[src/rtl/rmii_tx_framer.sv]
`default_nettype none
// ============================================================================
// Module   : rmii_tx_framer
// Summary  : RMII transmit framer. Sends preamble/SFD, then the payload read
//            from the dibit buffer, then the CRC-32 FCS and the inter-frame
//            gap. Defining RMII_TX_PAD_EN pads short frames to 60 bytes.
// Revision : 1.0  initial release
// ============================================================================
module rmii_tx_framer #(
  parameter int IFG_DIBITS = 48,
  parameter int LEN_W      = 13
) (
  input  logic             rclk,
  input  logic             rstn,
  input  logic             start,
  input  logic [LEN_W-1:0] len,
  output logic [LEN_W-1:0] raddr,
  input  logic [1:0]       rdata,
  output logic [1:0]       txd,
  output logic             txv,
  output logic             busy,
  output logic [31:0]      crc_out
);

  typedef enum logic [2:0] {
    S_IDLE = 3'd0,
    S_PRE  = 3'd1,
    S_DATA = 3'd2,
    S_PAD  = 3'd3,
    S_FCS  = 3'd4,
    S_IFG  = 3'd5
  } state_t;

  localparam logic [31:0]      c_poly     = 32'hEDB8_8320;
  localparam logic [LEN_W-1:0] c_one      = LEN_W'(1);
  localparam logic [LEN_W-1:0] c_pre_last = LEN_W'(31);
  localparam logic [LEN_W-1:0] c_fcs_last = LEN_W'(15);
  localparam logic [LEN_W-1:0] c_ifg_last = LEN_W'(IFG_DIBITS - 1);
`ifdef RMII_TX_PAD_EN
  localparam logic [LEN_W-1:0] c_min_len  = LEN_W'(240);
  localparam logic [LEN_W-1:0] c_pad_last = LEN_W'(239);
`endif

  state_t           r_state;
  state_t           w_state_nxt;
  logic [LEN_W-1:0] r_cnt;
  logic [LEN_W-1:0] w_cnt_nxt;
  logic [LEN_W-1:0] r_len;
  logic [LEN_W-1:0] w_len_nxt;
  logic [LEN_W-1:0] w_len_m1;
  logic [LEN_W-1:0] r_raddr;
  logic [LEN_W-1:0] w_raddr_nxt;
  logic [31:0]      r_crc;
  logic [31:0]      w_crc_nxt;
  logic [1:0]       w_fcs_dibit;
  logic [1:0]       r_txd;
  logic [1:0]       w_txd;
  logic             r_txv;
  logic             w_txv;
  logic             r_busy;
  logic             w_busy;

  // Reflected CRC-32, two bits per call, bit0 enters first.
  function automatic logic [31:0] crc_dibit(input logic [31:0] c, input logic [1:0] d);
    logic [31:0] v;
    v = c;
    for (int b = 0; b < 2; b++) begin
      if (v[0] ^ d[b]) v = (v >> 1) ^ c_poly;
      else             v = v >> 1;
    end
    return v;
  endfunction

  assign w_len_m1    = r_len - c_one;
  assign w_fcs_dibit = r_crc[{r_cnt[3:0], 1'b0} +: 2];

  always_comb begin
    w_state_nxt = r_state;
    w_cnt_nxt   = r_cnt + c_one;
    w_len_nxt   = r_len;
    w_raddr_nxt = r_raddr;
    w_crc_nxt   = r_crc;
    w_txd       = 2'b00;
    w_txv       = 1'b0;
    w_busy      = 1'b1;

    case (r_state)
      S_IDLE: begin
        w_busy    = 1'b0;
        w_cnt_nxt = '0;
        // The registered busy closes the window on the edge IFG drains.
        if (start && !r_busy) begin
          w_state_nxt = S_PRE;
          w_len_nxt   = len;
          w_raddr_nxt = '0;
        end
      end

      S_PRE: begin
        w_txv = 1'b1;
        if (r_cnt == c_pre_last) begin
          w_txd     = 2'b11;
          w_crc_nxt = '1;
          w_cnt_nxt = '0;
          if (r_len != '0) begin
            w_state_nxt = S_DATA;
          end else begin
`ifdef RMII_TX_PAD_EN
            w_state_nxt = S_PAD;
`else
            w_state_nxt = S_FCS;
`endif
          end
        end else begin
          w_txd = 2'b01;
        end
      end

      S_DATA: begin
        w_txv     = 1'b1;
        w_txd     = rdata;
        w_crc_nxt = crc_dibit(r_crc, rdata);
        if (r_cnt == w_len_m1) begin
`ifdef RMII_TX_PAD_EN
          // Counter keeps running into PAD so it tracks total payload.
          if (r_len < c_min_len) begin
            w_state_nxt = S_PAD;
          end else begin
            w_state_nxt = S_FCS;
            w_cnt_nxt   = '0;
          end
`else
          w_state_nxt = S_FCS;
          w_cnt_nxt   = '0;
`endif
        end
      end

`ifdef RMII_TX_PAD_EN
      S_PAD: begin
        w_txv     = 1'b1;
        w_txd     = 2'b00;
        w_crc_nxt = crc_dibit(r_crc, 2'b00);
        if (r_cnt == c_pad_last) begin
          w_state_nxt = S_FCS;
          w_cnt_nxt   = '0;
        end
      end
`endif

      S_FCS: begin
        w_txv = 1'b1;
        w_txd = ~w_fcs_dibit;
        if (r_cnt == c_fcs_last) begin
          w_state_nxt = S_IFG;
          w_cnt_nxt   = '0;
        end
      end

      S_IFG: begin
        if (r_cnt == c_ifg_last) begin
          w_state_nxt = S_IDLE;
          w_cnt_nxt   = '0;
        end
      end

      default: begin
        w_state_nxt = S_IDLE;
        w_cnt_nxt   = '0;
        w_busy      = 1'b0;
      end
    endcase

    // Address runs one cycle ahead of the dibit it fetches.
    if (w_state_nxt == S_DATA) begin
      w_raddr_nxt = r_raddr + c_one;
    end
  end

  always_ff @(posedge rclk or negedge rstn) begin
    if (!rstn) begin
      r_state <= S_IDLE;
      r_cnt   <= '0;
      r_len   <= '0;
      r_raddr <= '0;
      r_crc   <= '1;
      r_txd   <= 2'b00;
      r_txv   <= 1'b0;
      r_busy  <= 1'b0;
    end else begin
      r_state <= w_state_nxt;
      r_cnt   <= w_cnt_nxt;
      r_len   <= w_len_nxt;
      r_raddr <= w_raddr_nxt;
      r_crc   <= w_crc_nxt;
      r_txd   <= w_txd;
      r_txv   <= w_txv;
      r_busy  <= w_busy;
    end
  end

  assign raddr   = r_raddr;
  assign txd     = r_txd;
  assign txv     = r_txv;
  assign busy    = r_busy;
  assign crc_out = r_crc;

endmodule
`default_nettype wire
[config.mk]
export PLATFORM = sky130hd
export DESIGN_NAME = rmii_tx_framer
export DESIGN_NICKNAME = d
export VERILOG_FILES = /design/src/rtl/rmii_tx_framer.sv
export SDC_FILE = /design/constraint.sdc
export NUM_CORES = 1
export LEC_CHECK = 0
export CAP_MARGIN = 25
export CELL_PAD_IN_SITES_DETAIL_PLACEMENT = 1
export CELL_PAD_IN_SITES_GLOBAL_PLACEMENT = 2
export CORE_ASPECT_RATIO = 0.5
export CORE_UTILIZATION = 37
export CTS_BUF_LIST = sky130_fd_sc_hd__clkbuf_8
export CTS_CLUSTER_SIZE = 25
export DETAILED_ROUTE_END_ITERATION = 16
export PLACE_DENSITY_LB_ADDON = 0.1
export SETUP_SLACK_MARGIN = 0.5
export SKIP_CTS_REPAIR_TIMING = 1
export SLEW_MARGIN = 40
export SYNTH_ARGS = -nofsm -noshare
export SYNTH_HDL_FRONTEND = slang
export SYNTH_SLANG_ARGS = --single-unit
[constraint.sdc]
create_clock -name rclk -period 4.11 [get_ports rclk]
set_input_delay 0.6165 -clock rclk [delete_from_list [all_inputs] [get_ports rclk]]
set_output_delay 0.6165 -clock rclk [all_outputs]
set_load 0.005 [all_outputs]
==> results of run 1 <==
power groups by stage:
stage                     combinational, uW  clock (uW)  sequential (uW)
after detailed placement               1020           0             1310
after global placement                  983           0             1300
after CTS                              1030         673             1300
final                                  1010         658             1300
after floorplan                         517           0             1250
after global routing                   1120         705             1330
state kept, by name (all words and copies together), names as in the netlist:
register	flops
raddr	13
txd	2
busy	1
r_state	3
txv	1
r_len	13
crc_out	32
r_cnt	13
cell families (layout without fill, tap and decap cells):
logic type / Yosys count / in the layout / share of synthesized area [%]
AO/OA/AOI/OAI: 93 / 93 / 13.2
adder cells (fa/ha/maj): 3 / 3 / 0.851
buffers and inverters: 39 / 102 / 3.49
multiplexers: 14 / 14 / 5.50
flip-flops: 78 / 78 / 45.2
XOR/XNOR: 50 / 50 / 9.93
AND/OR/NAND/NOR: 197 / 197 / 21.9
per-stage QoR:
stage | power, uW | hold slack [ps] | utilization (%)
after CTS | 3000 | 305 | 48.3
after floorplan | 1770 | 321 | -
after detailed placement | 2330 | 464 | 46.3
after global routing | 3150 | 323 | 48.3
final | 2960 | 289 | 48.3
after global placement | 2280 | 461 | 46.2
routing by layer:
metal	global-route usage, %	up-vias	wire length (um)
met2	34.2	41	5530
met5	0	-	0
li1	-	1755	-
met3	3.71	8	305
met1	29.8	1791	6070
met4	5.78	0	101
synthesized netlist by cell type (all sizes together), types with 3 or more instances:
cell | count | area (um^2)
nand2 | 78 | 293
dfrtp | 46 | 1150
xnor2 | 42 | 368
o21ai | 40 | 215
nor2 | 35 | 131
dfstp | 32 | 841
nor3 | 30 | 173
a21oi | 26 | 134
clkbuf | 20 | 75.1
inv | 14 | 52.6
nand3 | 11 | 55.1
and3 | 9 | 56.3
mux4 | 8 | 180
nand2b | 8 | 57.6
xor2 | 8 | 70.1
a31oi | 7 | 43.8
and2 | 5 | 31.3
buf | 5 | 26.3
mux2i | 4 | 40.0
nor2b | 4 | 25.0
a22oi | 3 | 22.5
ha | 3 | 37.5
nand4 | 3 | 18.8
o21bai | 3 | 22.5
worst reg2reg max path: cells and delay by family, from the launching register on:
family | cells | cell delay [ps]
adders and majority gates | 1 | 280
DFF | 1 | 430
AOI/OAI and AO/OA | 4 | 1090
and+or+nand+nor | 4 | 1220
buffers and inverters | 1 | 100
how the worst max path moves through the flow:
stage / start / end / slack, ps
2_1_floorplan: r_len[0] / r_cnt[0] / 1460
3_3_place_gp: r_len[0] / raddr[10] / 960
3_5_place_dp: r_len[0] / raddr[10] / 860
4_1_cts: r_len[0] / raddr[10] / 830
5_1_grt: r_len[0] / r_cnt[5] / 600
6_report: r_len[0] / r_cnt[3] / 860
area by class of cell:
| class | instances | share of cell area (%) |
|---|---|---|
| sequential | 78 | 36.5 |
| clock buffer | 10 | 2.52 |
| inverter | 14 | 0.963 |
| multi-input combinational | 357 | 41.9 |
| clock inverter | 6 | 1.56 |
| tap | 159 | 3.65 |
| timing repair buffer | 72 | 12.9 |
==> results.yml, run 1 <==
logic_synthesis:
  synth_edf_count: 0
  syn_avg_cell_area_um2: 9.31
  synthesis.nets: 495
  ys_ff_latch: 78
  ys.flop_type: "dfrtp_1"
  ys_seq_area_share_pct: 45.2
  synthCells: 474
  synth_cell_types: 55
  synth_warnings: 0
  synth_area_um2: 4410
  synthArstFlopShare_pct: 100
grt:
  grt_pass1_wl_um: 20300
  overflow: 0
  track_usage_pct: 21.4
  grt_antenna_before_repair: 0
  grt_max_degree: 53
  grt_pass1_vias: 3871
floorplan:
  die_h_um: 79.2
  die-area_um2: 12400
  core-area_um2: 11300
  fp-row-count: 27
  die_width_um: 156
  ios: 67
  start_util_pct: 39.1
routing:
  wire_per_inst_um: 17.3
  wl_um: 12000
  drc_errors: 0
  drt_iter0_drc: 142
  vias_per_cell: 5.17
  drt-pass1-iter-count: 4
  drtAntennaViolNets: 0
  vias: 3595
timing:
  fmax_mhz: 307
  layout_setup_ws_ps: 857
  fin_crit_ps: 3250
  rsz0062_at_grt: "false"
  relSlewSlack_pct: 51.0
  finClkSkew_ps: 7.64
  min_period_over_period_pct: 79.1
  worstMarginPinSlew_ps: 733
  tns_ps: 0
  report.final.slew_viol_count: 0
  hold_viol: 0
  setup_viol: 0
critical_path:
  worst_r2r_path_depth: 10
  cp_num_cells: 10
  reg2reg_setup_slack_ps: 860
  r2r_end: "r_cnt[3]"
  crit_required_ps: 4340
  crit_family: "simple AND/OR/NAND/NOR gates"
  cp_num_buf_inv: 1
  worst_setup_path_start_kind: "flip-flop"
  cpMostUsedCell: "a31oi_1"
  cp-end-kind: "flip-flop"
  critPathKind: "flip-flop to flip-flop"
  crit_fanout: 12
  r2r_start: "r_len[0]"
  slowest_stage: "a2111oi_4"
  slowest_delay_ps: 510
  cp_cell_sequence: "inv_1 > ha_1 > nor4b_2 > a31oi_1 > o32ai_1 > a31oi_1 > a2111oi_4 > nand2b_1 > and3_1 > nor2_1"
  crit_arrival_ps: 3480
status:
  status: "finished, final reports clean"
hold_path:
  hold_path.class: "input pin to async pin"
clock_tree:
  cts_max_level: 3
  cts_tree: "yes"
  cts_buffers: 9
  clkSinkCount: 78
  clk_pin_slew_ps: 80
  cts-root-buf: "clkbuf_8"
  clk_latency_ps: 360
  cts_buffer_depth: 2
final_layout:
  multi_input_area_um2: 2290
  final_cell_mix: "78 x nand2_1, 65 x clkdlybuf4s50_1, 46 x dfrtp_1"
  final_cell_area_um2: 5460
  num-fill-cells: 1329
  final_common_cell: "nand2_1"
  area_growth_pct: 23.7
  antenna_cells: 0
  fin_nets: 553
  layout-drive-gt1-share_pct: 15.5
  fin_cells: 696
  register_area_um2: 1990
pwr:
  switching_share_pct: 30.4
  pwr-share-clk_pct: 22.2
  power_frac_seq_pct: 43.8
  p_leak_uw: 0.00218
  power_density_nw_per_um2: 543
  combPwrFrac_pct: 34.0
  ir_drop_v: 0.000366
  intPower_uw: 2060
  p_sw_uw: 901
placed_design:
  finalWeightedCongestion: 0.802
  dpl.cell_count: 680
  io_buffers: 66
  dpl.hpwl_um: 8380
  pre_cts_ws_ps: 860
  place_area_um2: 5230
job:
  cap_violations: 0
Note: power is estimated with default switching activity, not from simulation.
==> inputs of run 2 (changes only) <==
--- a/config.mk
+++ b/config.mk
@@ -9,7 +9,7 @@
 export CELL_PAD_IN_SITES_DETAIL_PLACEMENT = 1
 export CELL_PAD_IN_SITES_GLOBAL_PLACEMENT = 2
 export CORE_ASPECT_RATIO = 0.5
-export CORE_UTILIZATION = 37
+export CORE_UTILIZATION = 31
 export CTS_BUF_LIST = sky130_fd_sc_hd__clkbuf_8
 export CTS_CLUSTER_SIZE = 25
 export DETAILED_ROUTE_END_ITERATION = 16
==> constraint.sdc (replaced) <==
create_clock -name rclk -period 2.9 [get_ports rclk]
set_input_delay 0.435 -clock rclk [delete_from_list [all_inputs] [get_ports rclk]]
set_output_delay 0.435 -clock rclk [all_outputs]
set_load 0.005 [all_outputs]
==> results.yml, run 2 (synthesized netlist as in run 1, its figures left out) <==
timing:
  finClkSkew_ps: 15.9
  fmax_mhz: 370
  fin_crit_ps: 2700
  whs_ps: 49.7
  rsz0062_at_grt: "true"
  worstMarginPinSlew_ps: 617
  report.final.slew_viol_count: 0
  setup_viol: 0
  tns_ps: 0
  layout_setup_ws_ps: 199
  hold_viol: 0
  relSlewSlack_pct: 58.9
  min_period_over_period_pct: 93.2
final_layout:
  antenna_cells: 0
  num-fill-cells: 1559
  fin_nets: 578
  final_common_cell: "nand2_1"
  multi_input_area_um2: 2440
  register_area_um2: 1990
  largest_reg_flops: 32
  layout-drive-gt1-share_pct: 23.8
  area_growth_pct: 32.1
  final_cell_mix: "78 x nand2_1, 65 x clkdlybuf4s50_1, 44 x dfrtp_1"
pwr:
  power_density_nw_per_um2: 707
  p_leak_uw: 0.00232
  ir_drop_v: 0.000417
critical_path:
  slowest_stage: "dfrtp_1"
  cp-end-kind: "flip-flop"
  crit_fanout: 6
  slowest_delay_ps: 420
  worst_setup_path_start_kind: "flip-flop"
  cp_cell_sequence: "inv_2 > ha_4 > nor4b_4 > buf_4 > nand4_1 > o21bai_1 > a31oi_2 > a2111oi_4 > buf_4 > o22ai_4 > buf_12 > buf_6 > a22o_1"
  cpMostUsedCell: "buf_4"
  crit_required_ps: 3150
  critPathKind: "flip-flop to flip-flop"
  crit_arrival_ps: 2950
clock_tree:
  clk_latency_ps: 360
  cts_buffer_depth: 2
  clk_pin_slew_ps: 90
  cts-root-buf: "clkbuf_8"
  cts_max_level: 3
  cts_buffers: 9
  cts_tree: "yes"
  clkSinkCount: 78
placed_design:
  finalWeightedCongestion: 0.823
  io_buffers: 66
  pre_cts_ws_ps: 127
  dpl.hpwl_um: 8700
routing:
  vias_per_cell: 4.99
  drt-pass1-iter-count: 4
  drc_errors: 0
  drt_iter0_drc: 172
  vias: 3762
  drtAntennaViolNets: 0
  wire_per_inst_um: 16.9
  wl_um: 12800
floorplan:
  start_util_pct: 32.2
  ios: 67
  fp-row-count: 30
  die_h_um: 86.4
  die_width_um: 171
  core-area_um2: 13700
  die-area_um2: 14700
status:
  status: "finished, final reports clean"
grt:
  track_usage_pct: 18.0
  grt_pass1_wl_um: 20200
  grt_antenna_before_repair: 0
  grt_pass1_vias: 3695
  grt_max_degree: 64
  overflow: 0
job:
  cap_violations: 0
hold_path:
  hold_path.class: "input pin to async pin"
-- run 2: changes by cell type in the layout (fill, tap and decap cells not counted), moves of 3 or more --
cell	change
buf_6	+4
buf_4	+17
nor2_2	+6
nor2_1	-7
nand2b_4	+3
o21ai_0	-4
o21ai_2	+6
-- run 2: final timing paths --
kind	cells after the start	slack (ps)	from	end
min	1	50	rstn	raddr[5]
max reg2reg	13	200	r_len[0]	raddr[8]
min reg2reg	2	480	crc_out[19]	crc_out[17]
max	13	200	r_len[0]	raddr[8]
max in group asynchronous	2	2200	rstn	crc_out[2]
min in group rclk	2	480	crc_out[19]	crc_out[17]
-- run 2: area by class of cell --
| class | count | share of cell area, % |
|---|---|---|
| clock inverter | 6 | 1.05 |
| clock buffer | 10 | 2.36 |
| tap | 192 | 4.12 |
| sequential | 78 | 34.2 |
| multi-input combinational | 359 | 41.9 |
| timing repair buffer | 95 | 15.5 |
| inverter | 14 | 0.901 |
-- run 2: per-stage QoR --
| step | cells | total power [uW] | utilization, % | cell area [um^2] |
|---|---|---|---|---|
| 2_1_floorplan | 474 | 2510 | - | 4460 |
| 3_3_place_gp | 724 | 3280 | 39.3 | 5390 |
| 3_5_place_dp | 724 | 3310 | 39.3 | 5390 |
| 4_1_cts | 740 | 4190 | 40.8 | 5590 |
| 5_1_grt | 754 | 4400 | 42.5 | 5830 |
| 6_report | 754 | 4120 | 42.5 | 5830 |
-- run 2: power breakdown --
part / switching [uW] / internal [uW] / total (uW)
registers: 302 / 1530 / 1830
clock network: 430 / 420 / 851
logic: 533 / 907 / 1440
total: 1270 / 2850 / 4120
-- run 2: worst max-delay path, delay by kind of cell (launching register included) --
| kind | cells | cell delay (ps) |
|---|---|---|
| flops | 1 | 420 |
| compound gates | 5 | 910 |
| simple gates | 2 | 370 |
| buf+inv | 5 | 740 |
| fa+ha+maj | 1 | 160 |
-- run 2: metal layers --
metal | vias up | wire (um) | track usage (%)
li1 | 1813 | - | -
met4 | 0 | 121 | 4.42
met3 | 12 | 406 | 4.38
met5 | - | 0 | 0
met2 | 47 | 5610 | 27.5
met1 | 1890 | 6620 | 25.6
